[src/rtl/uio_prbs_if.sv]
// uio_prbs_if: request/response word channels between a PRBS port and the bbox.
// Ports: none; master = personality side (drives rq, rs_afull), slave = bbox side.
interface uio_prbs_if #(
   parameter int W = 128
) ();

   logic         uio_rq_vld;
   logic [W-1:0] uio_rq_data;
   logic         uio_rq_afull;
   logic         uio_rs_vld;
   logic [W-1:0] uio_rs_data;
   logic         uio_rs_afull;

   modport master (
      output uio_rq_vld,
      output uio_rq_data,
      output uio_rs_afull,
      input  uio_rq_afull,
      input  uio_rs_vld,
      input  uio_rs_data
   );

   modport slave (
      input  uio_rq_vld,
      input  uio_rq_data,
      input  uio_rs_afull,
      output uio_rq_afull,
      output uio_rs_vld,
      output uio_rs_data
   );

endinterface

[src/rtl/uio_prbs_port.sv]
// uio_prbs_port: PRBS-31 traffic generator/checker for one user-IO port.
// Ports: clk_per/reset_per (sync, active-high), i_start/i_num_words run control,
//   o_busy/o_done/o_pass/o_timeout/o_*_cnt status, uio (rq out, rs in).
// Optional macro UIO_PRBS_ERR_INJECT_EN adds i_inject_err (bit-0 one-shot flip).
module uio_prbs_port #(
   parameter int          UIO_PORTS_WIDTH = 128,
   parameter logic [30:0] PRBS_SEED       = 31'h7FFFFFFF,
   parameter int          TIMEOUT_CYCLES  = 65535
) (
   input  logic        clk_per,
   input  logic        reset_per,
   input  logic        i_start,
   input  logic [31:0] i_num_words,
`ifdef UIO_PRBS_ERR_INJECT_EN
   input  logic        i_inject_err,
`endif
   output logic        o_busy,
   output logic        o_done,
   output logic        o_pass,
   output logic        o_timeout,
   output logic [31:0] o_err_cnt,
   output logic [31:0] o_tx_cnt,
   output logic [31:0] o_rx_cnt,
   uio_prbs_if.master  uio
);

   localparam int W = UIO_PORTS_WIDTH;
   localparam logic [30:0] SEED =
      (PRBS_SEED == 31'd0) ? 31'h7FFFFFFF : PRBS_SEED;
   localparam logic [31:0] TO = 32'(TIMEOUT_CYCLES);

   typedef enum logic [1:0] {
      IDLE,
      RUN,
      DRAIN,
      DONE
   } state_t;

   // One word = W Fibonacci steps; first step lands in bit 0.
   function automatic logic [W-1:0] prbs_word(input logic [30:0] s);
      logic [30:0]  t;
      logic [W-1:0] w;
      logic         n;
      t = s;
      w = '0;
      for (int i = 0; i < W; i++) begin
         n    = t[30] ^ t[27];
         t    = {t[29:0], n};
         w[i] = n;
      end
      return w;
   endfunction

   function automatic logic [30:0] prbs_next(input logic [30:0] s);
      logic [30:0] t;
      logic        n;
      t = s;
      for (int i = 0; i < W; i++) begin
         n = t[30] ^ t[27];
         t = {t[29:0], n};
      end
      return t;
   endfunction

   state_t       state_q, state_d;
   logic [31:0]  num_q, num_d;
   logic [31:0]  tx_q, tx_d;
   logic [31:0]  rx_q, rx_d;
   logic [31:0]  err_q, err_d;
   logic [31:0]  idle_q, idle_d;
   logic [30:0]  gen_q, gen_d;
   logic [30:0]  chk_q, chk_d;
   logic         rq_vld_q, rq_vld_d;
   logic [W-1:0] rq_data_q, rq_data_d;
   logic         done_q, done_d;
   logic         pass_q, pass_d;
   logic         timeout_q, timeout_d;
   logic [W-1:0] inj_mask;
   logic         active;
   logic         send;
   logic         rx_ok;

   assign active = (state_q == RUN) || (state_q == DRAIN);
   assign send   = (state_q == RUN) && !uio.uio_rq_afull
                   && (tx_q < num_q);
   // Words past num_words are dropped without counting.
   assign rx_ok  = active && uio.uio_rs_vld && (rx_q < num_q);

`ifdef UIO_PRBS_ERR_INJECT_EN
   logic inj_q, inj_d;

   assign inj_mask = {{(W-1){1'b0}}, inj_q};

   always_comb begin
      inj_d = inj_q;
      if (send)
         inj_d = 1'b0;
      if (i_inject_err)
         inj_d = 1'b1;
   end

   always_ff @(posedge clk_per) begin
      if (reset_per)
         inj_q <= 1'b0;
      else
         inj_q <= inj_d;
   end
`else
   assign inj_mask = '0;
`endif

   always_comb begin
      state_d   = state_q;
      num_d     = num_q;
      tx_d      = tx_q;
      rx_d      = rx_q;
      err_d     = err_q;
      idle_d    = idle_q;
      gen_d     = gen_q;
      chk_d     = chk_q;
      rq_vld_d  = 1'b0;
      rq_data_d = rq_data_q;
      done_d    = done_q;
      pass_d    = pass_q;
      timeout_d = timeout_q;
      unique case (state_q)
         IDLE, DONE: begin
            if (i_start) begin
               num_d     = i_num_words;
               tx_d      = '0;
               rx_d      = '0;
               err_d     = '0;
               idle_d    = '0;
               gen_d     = SEED;
               chk_d     = SEED;
               pass_d    = 1'b0;
               timeout_d = 1'b0;
               done_d    = 1'b0;
               if (i_num_words == 32'd0) begin
                  state_d = DONE;
                  done_d  = 1'b1;
                  pass_d  = 1'b1;
               end else begin
                  state_d = RUN;
               end
            end
         end
         RUN, DRAIN: begin
            if (send) begin
               rq_vld_d  = 1'b1;
               rq_data_d = prbs_word(gen_q) ^ inj_mask;
               gen_d     = prbs_next(gen_q);
               tx_d      = tx_q + 32'd1;
            end
            idle_d = '0;
            if (rx_ok) begin
               rx_d  = rx_q + 32'd1;
               chk_d = prbs_next(chk_q);
               if ((uio.uio_rs_data != prbs_word(chk_q))
                   && (err_q != '1))
                  err_d = err_q + 32'd1;
            end else if (state_q == DRAIN) begin
               idle_d = idle_q + 32'd1;
            end
            // Completion wins over timeout and covers an rx word
            // landing in the same cycle the last tx word goes out.
            if ((rx_d == num_q) && (tx_d == num_q)) begin
               state_d = DONE;
               done_d  = 1'b1;
               pass_d  = (err_d == 32'd0);
            end else if ((state_q == DRAIN) && (idle_d == TO)) begin
               state_d   = DONE;
               done_d    = 1'b1;
               timeout_d = 1'b1;
               pass_d    = 1'b0;
            end else if (tx_d == num_q) begin
               state_d = DRAIN;
            end
         end
         default: state_d = IDLE;
      endcase
   end

   always_ff @(posedge clk_per) begin
      if (reset_per) begin
         state_q   <= IDLE;
         num_q     <= '0;
         tx_q      <= '0;
         rx_q      <= '0;
         err_q     <= '0;
         idle_q    <= '0;
         gen_q     <= SEED;
         chk_q     <= SEED;
         rq_vld_q  <= 1'b0;
         rq_data_q <= '0;
         done_q    <= 1'b0;
         pass_q    <= 1'b0;
         timeout_q <= 1'b0;
      end else begin
         state_q   <= state_d;
         num_q     <= num_d;
         tx_q      <= tx_d;
         rx_q      <= rx_d;
         err_q     <= err_d;
         idle_q    <= idle_d;
         gen_q     <= gen_d;
         chk_q     <= chk_d;
         rq_vld_q  <= rq_vld_d;
         rq_data_q <= rq_data_d;
         done_q    <= done_d;
         pass_q    <= pass_d;
         timeout_q <= timeout_d;
      end
   end

   assign o_busy    = active;
   assign o_done    = done_q;
   assign o_pass    = pass_q;
   assign o_timeout = timeout_q;
   assign o_err_cnt = err_q;
   assign o_tx_cnt  = tx_q;
   assign o_rx_cnt  = rx_q;

   assign uio.uio_rq_vld   = rq_vld_q;
   assign uio.uio_rq_data  = rq_data_q;
   assign uio.uio_rs_afull = 1'b0;

endmodule

[src/flat_wrapper.sv]
// flat-port wrapper written by rule: the top's interface ports become plain ports
module uio_prbs_port_flat 
#(
   parameter int          UIO_PORTS_WIDTH = 128,
   parameter logic [30:0] PRBS_SEED       = 31'h7FFFFFFF,
   parameter int          TIMEOUT_CYCLES  = 65535
)
  (clk_per, reset_per, i_start, i_num_words, o_busy, o_done, o_pass, o_timeout, o_err_cnt, o_tx_cnt, o_rx_cnt, uio_uio_rq_vld, uio_uio_rq_data, uio_uio_rs_afull, uio_uio_rq_afull, uio_uio_rs_vld, uio_uio_rs_data);
  uio_prbs_if #(.W((128))) uio_i ();
  input  logic clk_per;
  input  logic reset_per;
  input  logic i_start;
  input  logic [31:0] i_num_words;
  output logic o_busy;
  output logic o_done;
  output logic o_pass;
  output logic o_timeout;
  output logic [31:0] o_err_cnt;
  output logic [31:0] o_tx_cnt;
  output logic [31:0] o_rx_cnt;
  output wire logic [$bits(uio_i.uio_rq_vld)-1:0] uio_uio_rq_vld;
  output wire logic [$bits(uio_i.uio_rq_data)-1:0] uio_uio_rq_data;
  output wire logic [$bits(uio_i.uio_rs_afull)-1:0] uio_uio_rs_afull;
  input wire logic [$bits(uio_i.uio_rq_afull)-1:0] uio_uio_rq_afull;
  input wire logic [$bits(uio_i.uio_rs_vld)-1:0] uio_uio_rs_vld;
  input wire logic [$bits(uio_i.uio_rs_data)-1:0] uio_uio_rs_data;
  assign uio_uio_rq_vld = uio_i.uio_rq_vld;
  assign uio_uio_rq_data = uio_i.uio_rq_data;
  assign uio_uio_rs_afull = uio_i.uio_rs_afull;
  assign uio_i.uio_rq_afull = uio_uio_rq_afull;
  assign uio_i.uio_rs_vld = uio_uio_rs_vld;
  assign uio_i.uio_rs_data = uio_uio_rs_data;
  uio_prbs_port #(.UIO_PORTS_WIDTH(UIO_PORTS_WIDTH), .PRBS_SEED(PRBS_SEED), .TIMEOUT_CYCLES(TIMEOUT_CYCLES)) u_core (.clk_per(clk_per), .reset_per(reset_per), .i_start(i_start), .i_num_words(i_num_words), .o_busy(o_busy), .o_done(o_done), .o_pass(o_pass), .o_timeout(o_timeout), .o_err_cnt(o_err_cnt), .o_tx_cnt(o_tx_cnt), .o_rx_cnt(o_rx_cnt), .uio(uio_i));
endmodule
[config.mk]
export PLATFORM = sky130hd
export DESIGN_NAME = uio_prbs_port_flat
export DESIGN_NICKNAME = d
export VERILOG_FILES = /design/src/rtl/uio_prbs_if.sv /design/src/rtl/uio_prbs_port.sv /design/src/flat_wrapper.sv
export SDC_FILE = /design/constraint.sdc
export NUM_CORES = 1
export LEC_CHECK = 0
export CAP_MARGIN = 40
export CORE_MARGIN = 1
export CORE_UTILIZATION = 59
export CTS_BUF_LIST = sky130_fd_sc_hd__clkbuf_8 sky130_fd_sc_hd__clkbuf_16
export DETAILED_ROUTE_END_ITERATION = 7
export PLACE_DENSITY = 0.9
export RECOVER_POWER = 25
export SETUP_SLACK_MARGIN = 0.3
export SLEW_MARGIN = 5
export SYNTH_ARGS = -nofsm -noshare
export SYNTH_HDL_FRONTEND = slang
export SYNTH_SLANG_ARGS = --single-unit
[constraint.sdc]
create_clock -name clk_per -period 9.28 [get_ports clk_per]
set_input_delay 0.928 -clock clk_per [delete_from_list [all_inputs] [get_ports clk_per]]
set_output_delay 0.928 -clock clk_per [all_outputs]
set_load 0.05 [all_outputs]
Word level (Yosys, flattened, before mapping)
Index checks and enable logic that the tools add are counted.
{"block": "word_totals", "input_bits": 165, "ff_bits": 356, "word_cells": 351, "out_inout_bits": 230}
{"block": "classes", "n_mux": 38, "add_sub_neg": 4, "n_bitwise": 257, "magnitude_cmp": 2, "eq_ne": 15, "n_reduce_logical": 22}
{"cell": "two-way mux 32 bit", "n": 11}
{"cell": "one-hot mux 32 bit (2 select lines)", "n": 4}
{"cell": "XOR 1 bit", "n": 256}
{"cell": "adder 32 x 1 -> 32 bit, second input constant", "n": 4}
{"cell": "inequality test 128 bit", "n": 1}
{"cell": "one-hot mux 31 bit (2 select lines)", "n": 2}
{"cell": "two-way mux 31 bit", "n": 3}
{"cell": "== test 32 bit", "n": 2}
{"cell": "logical NOT 32 bit", "n": 2}
{"cell": "less-than comparator 32 bit", "n": 2}
{"cell": "== test 32 x 16 -> 1 bit, second input constant", "n": 1}
{"cell": "inequality test 32 bit, second input constant", "n": 1}
{"cell": "AND reduction 2 bit", "n": 6}
{"cell": "two-way mux 2 bit", "n": 5}
{"cell": "two-way mux 1 bit", "n": 9}
{"cell": "logical AND 1 bit", "n": 7}
{"cell": "inequality test 2 x 1 -> 1 bit, second input constant", "n": 3}
{"cell": "one-hot mux 1 bit (2 select lines)", "n": 3}
{"cell": "OR reduction 2 bit", "n": 3}
{"cell": "== test 2 bit, second input constant", "n": 2}
{"cell": "inequality test 2 bit, second input constant", "n": 2}
{"cell": "inequality test 4 x 1 -> 1 bit, second input constant", "n": 1}
{"cell": "one-hot mux 2 bit (2 select lines)", "n": 1}
{"cell": "inequality test 3 x 1 -> 1 bit, second input constant", "n": 1}
{"cell": "6 further kinds", "n": 6}

Logic depth before layout (Yosys ltp)
Gate-level depths: netlist (run 1).
{"block": "logic_depth", "ltp_word": 13, "ltp_mapped": 18}

Worst setup path before layout (run 1)
Ideal clock, no wire load.
{"block": "synth_timing", "path_kind": "register -> register", "start": "register u_core.rx_q[29], in the netlist u_core.o_rx_cnt[29]", "end": "register u_core.pass_q, in the netlist u_core.o_pass", "arrival_ns": 4.185, "slack_ns": 4.992, "synth_period_minus_slack_ns": 4.288, "path_stages_with_launch": 16, "cell_sequence": "dfxtp_1 > ha_1 > a21o_1 > a21o_1 > a2111oi_1 > inv_1 > or2_1 > clkbuf_1 > buf_2 > nor4_1 > and3_1 > o21ai_0 > a2111oi_0 > nand4b_1 > o211a_1 > a2111oi_2"}
{"block": "synth_between", "elab_chain_cells": 8}
{"item": "start: declaration", "line_no": "uio_prbs_port.sv:68", "rtl": "logic [31:0] rx_q, rx_d;"}
{"item": "start signal: assignment", "line_no": "uio_prbs_port.sv:203", "rtl": "rx_q <= rx_d;"}
{"item": "less-than comparator 32 bit", "line_no": "uio_prbs_port.sv:87", "rtl": "assign rx_ok = active && uio.uio_rs_vld && (rx_q < num_q);"}
{"item": "logical AND 1 bit", "line_no": "uio_prbs_port.sv:87"}
{"item": "two-way mux 32 bit", "line_no": "uio_prbs_port.sv:156", "rtl": "if (rx_ok) begin"}
{"item": "two-way mux 32 bit", "line_no": "uio_prbs_port.sv:126", "rtl": "unique case (state_q)"}
{"item": "== test 32 bit or == test 32 x 16 -> 1 bit (tied branches)", "line_no": "uio_prbs_port.sv:167, uio_prbs_port.sv:171"}
{"item": "logical AND 1 bit, on equally long branches", "line_no": "uio_prbs_port.sv:167, uio_prbs_port.sv:171"}
{"item": "two-way mux 1 bit or inequality test 3 x 1 -> 1 bit (tied branches)"}
{"item": "one-hot mux 1 bit (2 select lines) or AND reduction 2 bit (tied branches)"}
{"item": "end signal: assignment", "line_no": "uio_prbs_port.sv:211", "rtl": "pass_q <= pass_d;"}
{"item": "end: declaration", "line_no": "uio_prbs_port.sv:76", "rtl": "logic pass_q, pass_d;"}
Several ways; a longest one is shown, not always the timed one. The select of a mux whose other input is x is not followed.
A chain may end at the register's enable or synchronous reset.

Final worst setup path (run 1)
{"block": "layout_timing", "start": "register u_core.state_q[0]", "end": "register u_core.rx_q[8], in the netlist u_core.o_rx_cnt[8]"}
{"block": "layout_between", "elab_chain_cells": 7}
{"item": "start: declaration", "line_no": "uio_prbs_port.sv:65", "rtl": "state_t state_q, state_d;"}
{"item": "start signal: assignment", "line_no": "uio_prbs_port.sv:200", "rtl": "state_q <= state_d;"}
{"item": "== test 2 x 1 -> 1 bit or == test 2 bit (tied branches)", "line_no": "uio_prbs_port.sv:83, uio_prbs_port.sv:126"}
{"item": "logical OR 1 bit", "line_no": "uio_prbs_port.sv:83", "rtl": "assign active = (state_q == RUN) || (state_q == DRAIN);"}
{"item": "logical AND 1 bit (2 in series)", "line_no": "uio_prbs_port.sv:87"}
{"item": "two-way mux 32 bit", "line_no": "uio_prbs_port.sv:156"}
{"item": "two-way mux 32 bit", "line_no": "uio_prbs_port.sv:126"}
{"item": "one-hot mux 32 bit (2 select lines)", "line_no": "uio_prbs_port.sv:126"}
Several ways; a longest one is shown, not always the timed one. The select of a mux whose other input is x is not followed.

==> reports/qor.csv, run 1 <==
stage;metric;value;unit
sta;RSZ-0062 raised after global routing;false;
run_status;failing checks;capacitance limit, slew limit;
synth;post-synthesis net count;3173;
routing;number of detailed-route iterations in the first pass;6;
worst_setup_path;crit-path cells;inv_1 -> ha_2 -> clkbuf_1 -> nand2_2 -> buf_4 -> o211ai_1 -> o21ai_0 -> nor2_1;
synth;syn_area_per_cell;7.85;sq um
die;Starting Density;59.7;%
worst_hold_path;worst min-delay path class;reg2reg;
worst_setup_path;CP Capture Type;register;
layout;commonest non-fill, non-tap cell in the layout;dfxtp_1;
power_and_ir_drop;PD cells;266;nW/um^2
routing;antenna-violating nets left;0;
sta;slew margin rel.;-165;%
job;Max Cap Viol;2;
clocking;Inserted Clock Buffers;40;
layout;antenna cells;0;
worst_setup_path;CP delay by family, top;buffers and inverters;
die;Die X-Extent;200;um
worst_setup_path;Critical Path Start;u_core.state_q[0];
clocking;Root Driver;clkbuf_16;
layout;footprint of the multi-input gates;14800;sq um
worst_hold_path;min-delay src;u_core.uio.uio_rq_data[85];
worst_setup_path;critical path data arrival time;6.95;ns
layout;Area Overhead vs Synth;22.9;%
worst_setup_path;slowest CP cell;clkbuf_1;
routing;WL final;81400;um
sta;endpoints failing setup;0;
placed_design;DPL Wire Length;57700;um
sta;final hold vios;0;
routing;initial DRC count;2639;
synth;Post-synth ARST share;0;%
layout;share of layout cells above drive strength 1;3.59;%
worst_hold_path;Hold Crit Endpoint;u_core.uio.uio_rq_data[85];
synth;Post-Syn Instances;2940;
die;full die area;39900;sq um
synth;synth unique cells;84;
routing;Via Count;24100;
power_and_ir_drop;Leakage;10.8;nW
worst_setup_path;FF-to-FF setup slack;2.84;ns
placed_design;GPL Wtd Cong;0.991;
clocking;H-tree depth reported by CTS;2;
sta;Final Cycle Share;69.4;%
clocking;post-cts hold buffer count;0;
clocking;number of post-CTS setup repair buffers;0;
worst_setup_path;Max FO, Critical Path;73;
routing;DRC;0;
clocking;CTS tree;done;
die;core area;38600;sq um
synth;Synth Register Bits;356;
synth;Post-synth EDFFs;0;
die;die height;200;um
synth;Main synth FF type;dfxtp_1;
clocking;Max clock buf depth;3;
routing;drt wl/cell;21.9;um
synth;Synth area leaders;dfxtp_1 31%, xnor2_1 11%, xor2_1 5.3%, nand2_1 5.3%, nor2_1 5.1%;
worst_setup_path;Max stage delay on crit path;2.79;ns
global_routing;vias in the first global route;22300;
worst_setup_path;RR Endpoint;u_core.o_rx_cnt[8];
placed_design;pre-CTS WS;3.56;ns
global_routing;total grt overflow;0;
sta;Achievable Freq;155;MHz
placed_design;port bufs;393;
global_routing;antenna violations before repair;1;
synth;Mapped Area;23100;sq um
sta;Final Skew;0.0295;ns
power_and_ir_drop;Max VDD drop;0.182;mV
layout;FILL cells;2865;
worst_setup_path;CP startpoint kind;register;
clocking;post_cts resized;0;
die;Cell Rows;72;
worst_setup_path;WP buf/inv;3;
synth;top cell type's share of synthesized area;30.9;%
die;I/O pin count;395;
global_routing;pin count of the biggest net entering global routing;98;
sta;Worst Tran Pin Value;3.98;ns
sta;Tmin final;6.44;ns
clocking;clock sinks;356;
sta;final setup margin;2.84;ns
synth;largest area contributor in the netlist;dfxtp_1;
synth;Yosys warnings;0;
routing;via/cell ratio;6.47;
layout;Register Area;7130;sq um
worst_setup_path;critical path type;reg2reg;
clocking;Clk pin slew, worst setup/hold paths;0.06;ns
worst_setup_path;worst reg-to-reg path cell count;8;
global_routing;Total GRT Usage;39.5;%
worst_hold_path;Worst Hold Depth;2;
sta;Final Max Slew Viols;115;
layout;most frequent cells in the layout;356 x dfxtp_1, 323 x nand2_1, 307 x nor2_1;
layout;NumNets Final;3404;
global_routing;first-pass GRT wire length;123000;um
worst_setup_path;worst r2r src;u_core.state_q[0];
synth;register area share after synthesis;30.9;%
clocking;Skew-Pair Late Insertion Delay;0.60;ns
sta;setup TNS;0;ns
worst_setup_path;Worst Path Required;9.78;ns
run_status;run status;complete, but fails checks;
## sequential cells by signal (all words and copies together), names as in the netlist
name,flops
u_core.o_timeout,1
u_core.uio.uio_rq_data,128
u_core.o_err_cnt,32
u_core.gen_q,31
u_core.o_done,1
u_core.o_rx_cnt,32
u_core.o_tx_cnt,32
u_core.chk_q,31
u_core.uio.uio_rq_vld,1
u_core.state_q,2
u_core.num_q,32
u_core.o_pass,1
u_core.idle_q,32
## per-stage QoR
step	hold slack [ns]	util (%)	instances	area, sq um	power (mW)
2_1_floorplan	0.449	-	2940	23100	4.71
3_3_place_gp	0.443	69.7	3643	27000	5.70
3_5_place_dp	0.446	69.9	3647	27000	5.81
4_1_cts	0.454	73.4	3718	28400	7.47
5_1_grt	0.462	73.4	3718	28400	7.85
6_report	0.448	73.4	3718	28400	7.54
## cells by family after synthesis
family                     Yosys count  synth area share, %
DFF                                356                 30.9
AOI/OAI and AO/OA                  674                 18.8
adders and majority gates           68                 3.69
and+or+nand+nor                   1088                 22.2
buffers and inverters              294                 5.08
other                                1               0.0162
muxes                                6                0.260
xor gates and xnor gates           453                 19.1
## synthesized netlist by cell type (28+ instances only)
cell,instances
dfxtp_1,356
nand2_1,326
nor2_1,312
xnor2_1,280
clkbuf_1,192
a21oi_1,188
o21ai_0,149
xor2_1,140
nand3_1,105
a211oi_1,104
nor3_1,73
ha_1,68
o211ai_1,66
inv_1,61
and3_1,56
nand4_1,49
nor4_1,41
or3_1,41
a311oi_1,28
## layer usage
layer | track usage (%) | up-vias | wire, um
li1 | - | 10800 | -
met1 | 50.3 | 11400 | 31400
met2 | 62.7 | 1528 | 37000
met3 | 7.53 | 333 | 8480
met4 | 22.1 | 0 | 4490
met5 | 0 | - | 0
## power by group
group | total (mW) | internal [mW] | switching (mW) | leakage (nW)
sequential | 2.21 | 1.75 | 0.458 | 2.89
combinational | 3.68 | 1.40 | 2.28 | 7.22
clock | 1.65 | 0.947 | 0.705 | 0.698
## worst min-delay path, delay by kind of cell (launching register included)
family | cells | cell delay, ns
AND/OR/NAND/NOR | 1 | 0.05
flip-flops | 1 | 0.30
AO/OA/AOI/OAI | 1 | 0.05
## area by class of cell
class / instances / share of cell area [%]
repair buffers: 421 / 14.7
well taps: 518 / 2.28
clock buffers: 45 / 3.77
inverters: 62 / 0.820
clock inverters: 26 / 1.01
flip-flops and latches: 356 / 25.1
multi-input cells: 2290 / 52.3
## worst max path at each step
stage | endpoint | slack [ns] | depth (start not counted)
5_1_grt | u_core.o_rx_cnt[13] | 2.64 | 8
6_report | u_core.o_rx_cnt[8] | 2.84 | 8
2_1_floorplan | u_core.o_pass | 4.99 | 15
3_3_place_gp | u_core.o_pass | 3.68 | 13
3_5_place_dp | u_core.o_pass | 3.56 | 13
4_1_cts | u_core.o_pass | 3.90 | 12
No activity file was read; power rests on OpenSTA's default activity.
==> run 2, diff against run 1 <==
--- a/config.mk
+++ b/config.mk
@@ -7,10 +7,10 @@
 export LEC_CHECK = 0
 export CAP_MARGIN = 40
 export CORE_MARGIN = 1
-export CORE_UTILIZATION = 59
+export CORE_UTILIZATION = 49
 export CTS_BUF_LIST = sky130_fd_sc_hd__clkbuf_8 sky130_fd_sc_hd__clkbuf_16
 export DETAILED_ROUTE_END_ITERATION = 7
-export PLACE_DENSITY = 0.9
+export PLACE_DENSITY = 0.8
 export RECOVER_POWER = 25
 export SETUP_SLACK_MARGIN = 0.3
 export SLEW_MARGIN = 5
==> constraint.sdc (replaced) <==
create_clock -name clk_per -period 5.3 [get_ports clk_per]
set_input_delay 0.53 -clock clk_per [delete_from_list [all_inputs] [get_ports clk_per]]
set_output_delay 0.53 -clock clk_per [all_outputs]
set_load 0.05 [all_outputs]
==> reports/qor.csv, run 2 (synthesized netlist as in run 1, its figures left out) <==
stage;metric;value;unit
power_and_ir_drop;Comb pwr share;49.8;%
worst_hold_path;min-delay src;reset_per;
worst_setup_path;Max FO, Critical Path;16;
layout;commonest non-fill, non-tap cell in the layout;dfxtp_1;
clocking;H-tree depth reported by CTS;2;
die;Starting Density;49.6;%
worst_setup_path;FF-to-FF setup slack;0.67;ns
die;I/O pin count;395;
layout;most frequent cells in the layout;356 x dfxtp_1, 323 x nand2_1, 307 x nor2_1;
global_routing;antenna violations before repair;0;
job;Max Cap Viol;0;
routing;antenna-violating nets left;0;
power_and_ir_drop;PD cells;463;nW/um^2
placed_design;DPL Wire Length;64900;um
power_and_ir_drop;clock network power share;22.9;%
sta;Worst Tran Pin Value;0.948;ns
worst_setup_path;worst reg-to-reg path cell count;15;
power_and_ir_drop;Net Switching;6.11;mW
power_and_ir_drop;sequential power share;27.3;%
clocking;Root Driver;clkbuf_16;
sta;slew margin rel.;36.8;%
sta;final hold vios;0;
layout;share of layout cells above drive strength 1;6.19;%
worst_setup_path;worst r2r src;u_core.num_q[18];
placed_design;port bufs;393;
clocking;Clk pin slew, worst setup/hold paths;0.06;ns
global_routing;first-pass GRT wire length;131000;um
worst_setup_path;CP startpoint kind;register;
routing;WL final;87100;um
layout;flip-flop count of the largest register after layout;128;
worst_hold_path;worst min-delay path class;in2reg;
die;core area;46600;sq um
clocking;Skew-Pair Late Insertion Delay;0.59;ns
routing;drt wl/cell;22.4;um
power_and_ir_drop;switching share of power;45.1;%
run_status;run status;completed;
worst_setup_path;RR Endpoint;u_core.o_pass;
sta;RSZ-0062 raised after global routing;false;
die;Cell Rows;79;
layout;NumNets Final;3481;
placed_design;Post-Place Cell Area;27700;sq um
sta;Final Cycle Share;87.3;%
sta;Final Max Slew Viols;0;
clocking;Max clock buf depth;3;
routing;number of detailed-route iterations in the first pass;6;
routing;initial DRC count;2837;
routing;Via Count;24000;
sta;Achievable Freq;216;MHz
sta;Final Skew;0.0207;ns
clocking;CTS tree;done;
clocking;post-cts hold buffer count;0;
global_routing;vias in the first global route;22400;
power_and_ir_drop;Max VDD drop;0.313;mV
die;die height;219;um
power_and_ir_drop;Power Internal;7.44;mW
placed_design;GPL Wtd Cong;1.06;
worst_setup_path;critical path data arrival time;5.10;ns
power_and_ir_drop;Leakage;11.3;nW
worst_hold_path;Hold Crit Endpoint;u_core.o_rx_cnt[15];
sta;setup TNS;0;ns
sta;endpoints failing setup;0;
die;Die X-Extent;219;um
layout;antenna cells;0;
layout;final instance area;29200;sq um
clocking;clock sinks;356;
layout;Area Overhead vs Synth;26.6;%
clocking;Inserted Clock Buffers;41;
global_routing;pin count of the biggest net entering global routing;122;
routing;DRC;0;
global_routing;Total GRT Usage;35.2;%
global_routing;total grt overflow;0;
sta;Tmin final;4.63;ns
worst_hold_path;Worst Hold Depth;2;
worst_setup_path;critical path type;reg2reg;
routing;via/cell ratio;6.19;
die;full die area;48000;sq um
worst_setup_path;Worst Path Required;5.77;ns
worst_setup_path;CP Capture Type;register;
==> run 2: changes by cell type in the layout (fill, tap and decap cells not counted), sizes merged <==
cell           before  now
clkinv              9   10
inv                73   72
clkdlybuf4s50     260  246
bufinv              4    6
dlygate4sd3       132  146
buf                26  105
clkbuf             48   50
clkinvlp            2    0
==> run 2: stage by stage <==
step | util, % | hold WS [ns] | cells | total power, mW | worst slack, ns
after global routing | 62.8 | 0.477 | 3888 | 14.2 | 0.384
after floorplan | - | 0.449 | 2940 | 8.25 | 1.01
after CTS | 62.7 | 0.446 | 3887 | 13.5 | 0.309
final | 62.8 | 0.442 | 3888 | 13.5 | 0.675
after global placement | 59.4 | 0.446 | 3805 | 10.2 | 0.377
after detailed placement | 59.6 | 0.450 | 3811 | 10.4 | 0.341
==> run 2: layer usage <==
layer,share of wire (%),track usage [%]
met3,9.2,5.67
met4,4.3,14.5
met5,0,0
met2,46,57.1
met1,41,46.2
==> run 2: timing repair <==
item,CTS,global route
setup endpoints to repair,0,4
buffers inserted,0,1
resized for setup,0,5
==> run 2: worst max path at each step <==
| stage | startpoint | depth (start not counted) | slack (ns) | to |
|---|---|---|---|---|
| floorplan | u_core.o_rx_cnt[29] | 15 | 1.01 | u_core.o_pass |
| global placement | u_core.num_q[29] | 16 | 0.38 | u_core.o_pass |
| detailed placement | u_core.num_q[29] | 16 | 0.34 | u_core.o_pass |
| CTS | u_core.num_q[29] | 16 | 0.31 | u_core.o_pass |
| global route | u_core.num_q[18] | 15 | 0.38 | u_core.o_pass |
| finish | u_core.num_q[18] | 15 | 0.67 | u_core.o_pass |
==> run 2: area by class of cell <==
| cell class | count | area (sq um) |
|---|---|---|
| multi-input combinational | 2290 | 14800 |
| sequential | 356 | 7130 |
| tap | 607 | 759 |
| clock buffer | 50 | 1150 |
| timing repair buffer | 497 | 4800 |
| fill | 3962 | 17300 |
| clock inverter | 26 | 328 |
| inverter | 62 | 233 |
==> run 2: worst max-delay path, stage by stage (launching register included) <==
cell       delay (ns)
dfxtp_1          0.40
inv_1            0.10
ha_1             0.30
a21o_1           0.17
a221o_1          0.35
a221o_1          0.35
o2bb2ai_1        0.22
or2_2            0.47
nor2_2           0.43
buf_4            0.27
a31oi_1          0.09
a2111oi_0        0.50
and3_1           0.24
o2111a_1         0.19
a311oi_1         0.09
a2111oi_2        0.33
==> run 2: power groups by stage <==
stage / Clock [mW] / Combinational [mW] / Sequential, mW
floorplan: 0 / 4.25 / 4.01
global placement: 0 / 6.50 / 3.73
detailed placement: 0 / 6.66 / 3.74
CTS: 3.14 / 6.71 / 3.69
global route: 3.24 / 7.18 / 3.73
finish: 3.10 / 6.75 / 3.70
